==> src/rtl/instr_fetch_queue.sv <==
// instr_fetch_queue
//   Instruction prefetch stage. Issues sequential single-word reads to
//   instruction memory (one outstanding at a time), buffers returned words in
//   a DEPTH-entry FIFO and presents the head word to the core. A taken branch
//   flushes buffered and in-flight words and redirects the fetch PC.
//
// Ports
//   clk               clock, all state on rising edge
//   resetn            asynchronous active-low reset
//   fetch_en          allow new memory requests
//   branch_valid      taken branch: flush and redirect
//   branch_address    redirect target
//   read_fifo         pop head entry
//   imem_rdata        memory read data
//   imem_rvalid       memory read data valid
//   imem_req          one-cycle read request pulse
//   imem_addr         read address, held until the next request
//   instruction_fetch head word, 0 when empty
//   fifo_empty        no buffered word
//   fill_level        buffered word count
module instr_fetch_queue #(
    parameter int unsigned DEPTH = 4,
    parameter int unsigned AW    = 11,
    parameter int unsigned DW    = 32,
    localparam int unsigned PW   = $clog2(DEPTH),
    localparam int unsigned LW   = PW + 1
) (
    input  logic          clk,
    input  logic          resetn,
    input  logic          fetch_en,
    input  logic          branch_valid,
    input  logic [AW-1:0] branch_address,
    input  logic          read_fifo,
    input  logic [DW-1:0] imem_rdata,
    input  logic          imem_rvalid,
    output logic          imem_req,
    output logic [AW-1:0] imem_addr,
    output logic [DW-1:0] instruction_fetch,
    output logic          fifo_empty,
    output logic [LW-1:0] fill_level
);

    typedef enum logic [1:0] {StIdle, StWait, StDrain} state_e;

    state_e          state_q, state_d;
    logic [AW-1:0]   pc_q, pc_d;
    logic            req_q, req_d;
    logic [AW-1:0]   addr_q, addr_d;
    logic [PW-1:0]   wr_ptr_q, wr_ptr_d;
    logic [PW-1:0]   rd_ptr_q, rd_ptr_d;
    logic [LW-1:0]   fill_q, fill_d;
    logic [DW-1:0]   mem_q [DEPTH];

    logic issue;
    logic push;
    logic pop;

    // State register
    always_ff @(posedge clk or negedge resetn) begin
        if (!resetn) begin
            state_q <= StIdle;
        end else begin
            state_q <= state_d;
        end
    end

    // Next-state logic
    always_comb begin
        state_d = state_q;
        unique case (state_q)
            StIdle:  if (issue) state_d = StWait;
            // A response in the branch cycle is simply dropped; without one the
            // stale request must still be absorbed before fetching again.
            StWait: begin
                if (imem_rvalid) begin
                    state_d = StIdle;
                end else if (branch_valid) begin
                    state_d = StDrain;
                end
            end
            StDrain: if (imem_rvalid) state_d = StIdle;
            default: state_d = StIdle;
        endcase
    end

    // FSM outputs. Only IDLE can issue, so nothing is outstanding there and the
    // reservation check reduces to fill_level < DEPTH.
    always_comb begin
        issue = (state_q == StIdle) && fetch_en && !branch_valid &&
                (fill_q < LW'(DEPTH));
        push  = (state_q == StWait) && imem_rvalid && !branch_valid;
        pop   = read_fifo && (fill_q != '0) && !branch_valid;
    end

    // Datapath next state; branch overrides issue, push and pop.
    always_comb begin
        pc_d     = pc_q;
        req_d    = issue;
        addr_d   = issue ? pc_q : addr_q;
        wr_ptr_d = wr_ptr_q + PW'(push);
        rd_ptr_d = rd_ptr_q + PW'(pop);
        fill_d   = fill_q + LW'(push) - LW'(pop);
        if (branch_valid) begin
            pc_d     = branch_address;
            wr_ptr_d = '0;
            rd_ptr_d = '0;
            fill_d   = '0;
        end else if (issue) begin
            pc_d = pc_q + AW'(1);
        end
    end

    always_ff @(posedge clk or negedge resetn) begin
        if (!resetn) begin
            pc_q     <= '0;
            req_q    <= 1'b0;
            addr_q   <= '0;
            wr_ptr_q <= '0;
            rd_ptr_q <= '0;
            fill_q   <= '0;
        end else begin
            pc_q     <= pc_d;
            req_q    <= req_d;
            addr_q   <= addr_d;
            wr_ptr_q <= wr_ptr_d;
            rd_ptr_q <= rd_ptr_d;
            fill_q   <= fill_d;
        end
    end

    // Storage needs no reset: the output is gated by fifo_empty.
    always_ff @(posedge clk) begin
        if (push) begin
            mem_q[wr_ptr_q] <= imem_rdata;
        end
    end

    assign imem_req          = req_q;
    assign imem_addr         = addr_q;
    assign fill_level        = fill_q;
    assign fifo_empty        = (fill_q == '0);
    assign instruction_fetch = fifo_empty ? '0 : mem_q[rd_ptr_q];

endmodule

==> config.mk <==
export PLATFORM = sky130hd
export DESIGN_NAME = instr_fetch_queue
export DESIGN_NICKNAME = d
export VERILOG_FILES = /design/src/rtl/instr_fetch_queue.sv
export SDC_FILE = /design/constraint.sdc
export NUM_CORES = 1
export LEC_CHECK = 0
export ABC_AREA = 1
export CORE_MARGIN = 4
export CORE_UTILIZATION = 54
export CTS_BUF_LIST = sky130_fd_sc_hd__clkbuf_16
export DETAILED_ROUTE_END_ITERATION = 8
export GPL_TIMING_DRIVEN = 0
export PLACE_DENSITY = 0.87
export SLEW_MARGIN = 0
export SYNTH_ARGS = -nofsm -noshare
export SYNTH_HDL_FRONTEND = slang
export SYNTH_SLANG_ARGS = --single-unit
==> constraint.sdc <==
create_clock -name clk -period 4.31 [get_ports clk]
set_input_delay 0.862 -clock clk [delete_from_list [all_inputs] [get_ports clk]]
set_output_delay 0.862 -clock clk [all_outputs]
set_load 0.005 [all_outputs]
==> flow_summary.json <==
{
  "netlist.top_cell.by_area": "edfxtp_1",
  "core_area_mm2": 0.0121,
  "initial_core_util": 0.553,
  "worst_ep_arrival_time_ns": 2.40,
  "layout.core_utilization": 0.712,
  "grt_max_degree": 33,
  "die_h_um": 119,
  "synthesis.area_per_instance_um2": 11.2,
  "hold_violations": 0,
  "clk_root_buffer_cell": "clkbuf_16",
  "track_usage": 0.234,
  "detailed_route_vias_per_instance": 5.37,
  "die_area_mm2": 0.0142,
  "status": "completed",
  "power_frac_seq": 0.407,
  "setup_viol_count_final": 0,
  "fill_cells": 798,
  "timing.critical_path.from_type": "flip-flop",
  "dp_hpwl_mm": 10.6,
  "globalRouteOverflowTotal": 0,
  "post_drt_wl_per_cell_um": 17.8,
  "synth_common_cells": "147 x nor2_1, 128 x edfxtp_1, 72 x nand2_1, 53 x o21ai_1, 33 x a21oi_1",
  "r2r_cells": 11,
  "post_cts_buffers": 0,
  "summed_area_of_non_filler_cells_in_the_final_layout_mm2": 0.00859,
  "post_layout_nonfiller_instances": 905,
  "worst_slew_margin": 0.455,
  "final_period_minus_worst_setup_slack_ns": 3.26,
  "yosysWarnings": 0,
  "timing.critical_path.required_ns": 3.45,
  "synth.distinct_cells": 26,
  "drv_slew": 0,
  "numPortBuffers": 96,
  "die_width_um": 119,
  "worst_skew_pair.late_latency_ns": 0.42,
  "antenna_found_initial": 0,
  "finalCritPeriodShare": 0.757,
  "clkSinkCount": 160,
  "yosysSeqAreaShare": 0.696,
  "diodes": 0,
  "crit_fanout": 10,
  "pwr-share-comb": 0.256,
  "max-clock-path-buffers": 2,
  "max_slew.worst_pin.slew_ns": 0.814,
  "place.detailed.instances": 874,
  "vias": 4858,
  "finalWirelength_mm": 16.1,
  "grt_setup_unrepaired": "no",
  "clock_tree.htree_level_count": 4,
  "synth.top_cells.by_area": "edfxtp_1 58%, dfrtp_1 12%, nor2_1 8.3%",
  "hold_path_class": "flip-flop to flip-flop",
  "postSynthCellCount": 598,
  "r2r_setup_slack_ns": 1.81,
  "numCtsBuffers": 17,
  "cp_num_buf_inv": 3,
  "layout_cells_sized_above_1": 0.103,
  "postSynthRegisterBits": 160,
  "total_switching_power_mw": 1.27,
  "top_family_by_delay_on_critical_path": "buffers and inverters",
  "syn-num-nets": 653,
  "initialDrtViolationCount": 497,
  "tns_ns": 0,
  "yosysMostFrequentCell": "nor2_1",
  "path_class": "flip-flop to primary output",
  "hold-path-cell-count": 2,
  "final_weighted_congestion_in_routability_driven_placement": 0.811,
  "maxCapViolations": 0,
  "synth_ff_type": "edfxtp_1",
  "place_area_mm2": 0.00799,
  "design.portCount": 97,
  "number_of_enable_type_register_cells_in_the_synthesized_netlist": 128,
  "clock_power_share": 0.337,
  "drtPass1Iterations": 5,
  "cp.depth": 5,
  "placement_rows": 40,
  "vias_in_the_first_global_route": 5123,
  "crit_path_max_incr_delay_ns": 0.56,
  "tritoncts_clock_tree": "yes",
  "post_cts_resize_count": 0,
  "post_cts_hold_buffer_count": 0,
  "clock_skew_ns": 0.00798,
  "clock.fmax_ghz": 0.306,
  "area_delta_synth_final_pct": 28.9,
  "power-per-cell-area_mw_per_mm2": 528,
  "report.power.total_mw": 4.53,
  "postSynth.asyncResetShare": 0.200,
  "power.internal_mw": 3.27,
  "clk_pin_slew_ns": 0.07,
  "final_net_count": 780,
  "switching_share": 0.279,
  "cp_slowest_cell": "clkdlybuf4s50_1",
  "path_cells": "inv_2 > clkbuf_1 > o21ai_0 > a21oi_1 > clkdlybuf4s50_1",
  "end_kind": "primary output",
  "grt_pass1_wl_mm": 25.7,
  "power.ir.vdd_worst_mv": 0.306,
  "drc_errors": 0,
  "postRouteAntennaNets": 0,
  "syn-cell-area_mm2": 0.00667,
  "leakagePower_nw": 3.28,
  "post-synth-top-area-fraction": 0.576
}
[power by group through the flow]
stage	clock (mW)	sequential [mW]	combinational, mW
5_1_grt	1.61	1.86	1.27
6_report	1.53	1.85	1.16
2_1_floorplan	0	1.87	0.511
4_1_cts	1.55	1.85	1.17
3_5_place_dp	0	1.87	1.15
3_3_place_gp	0	1.87	1.12
[flip-flops by register name (all words and copies together) (netlist names)]
name,cells
mem_q,128
wr_ptr_q,2
imem_addr,11
pc_q,11
state_q,2
rd_ptr_q,2
fill_level,3
imem_req,1
[tightest hold or removal path, cell delays in order (launching register included)]
cell     delay, ns
dfrtp_1       0.34
nand2_1       0.05
nand2_1       0.06
[routing by layer]
layer | GRT usage | part of all wire
met1 | 0.279 | 0.40
met2 | 0.410 | 0.52
met3 | 0.0546 | 0.063
met4 | 0.0912 | 0.018
met5 | 0 | 0
[stage by stage]
step                setup WS [ns]  hold WS, ns
global route                0.887        0.536
finish                       1.05        0.483
global placement            -1.77        0.461
CTS                          1.03        0.482
detailed placement           1.09        0.465
floorplan                   0.507        0.472
[cell families after synthesis]
logic type / after synthesis / share of synthesized area
adders and majority gates: 6 / 0.0124
buffers and inverters: 63 / 0.0497
and+or+nand+nor: 255 / 0.153
xor gates and xnor gates: 3 / 0.00394
DFF: 160 / 0.696
AOI/OAI and AO/OA: 111 / 0.0841
[placed cells by master (no fill, tap or decap), drive strengths merged]
cell type      instances
nor2                 149
edfxtp               128
clkdlybuf4s50         95
o21ai                 76
nand2                 72
inv                   36
buf                   36
a21oi                 33
dfrtp                 32
nand3                 27
clkbuf                24
ha                     5
nor3                   4
clkinvlp               4
clkinv                 4
bufinv                 3
xnor2                  2
nand4                  2
or2                    1
xor2                   1
o21bai                 1
o31ai                  1
fa                     1
[final timing paths]
path	from	to
worst min register to register	imem_addr[4]	imem_addr[4]
worst min-delay path	imem_addr[4]	imem_addr[4]
worst max-delay path	rd_ptr_q[0]	instruction_fetch[2]
min in group asynchronous	resetn	imem_addr[3]
worst max register to register	fill_level[1]	fill_level[2]
max in group asynchronous	resetn	wr_ptr_q[1]
[cell type report]
cell class | count | area, um2 | share of cell area
Clock buffer | 17 | 425 | 0.0495
Inverter | 33 | 124 | 0.0144
Tap cell | 168 | 210 | 0.0245
Buffer | 30 | 208 | 0.0242
Timing Repair Buffer | 108 | 1090 | 0.127
Multi-Input combinational cell | 375 | 1710 | 0.199
Sequential cell | 160 | 4640 | 0.540
Clock inverter | 14 | 181 | 0.0211
Note: power is estimated with default switching activity, not from simulation.
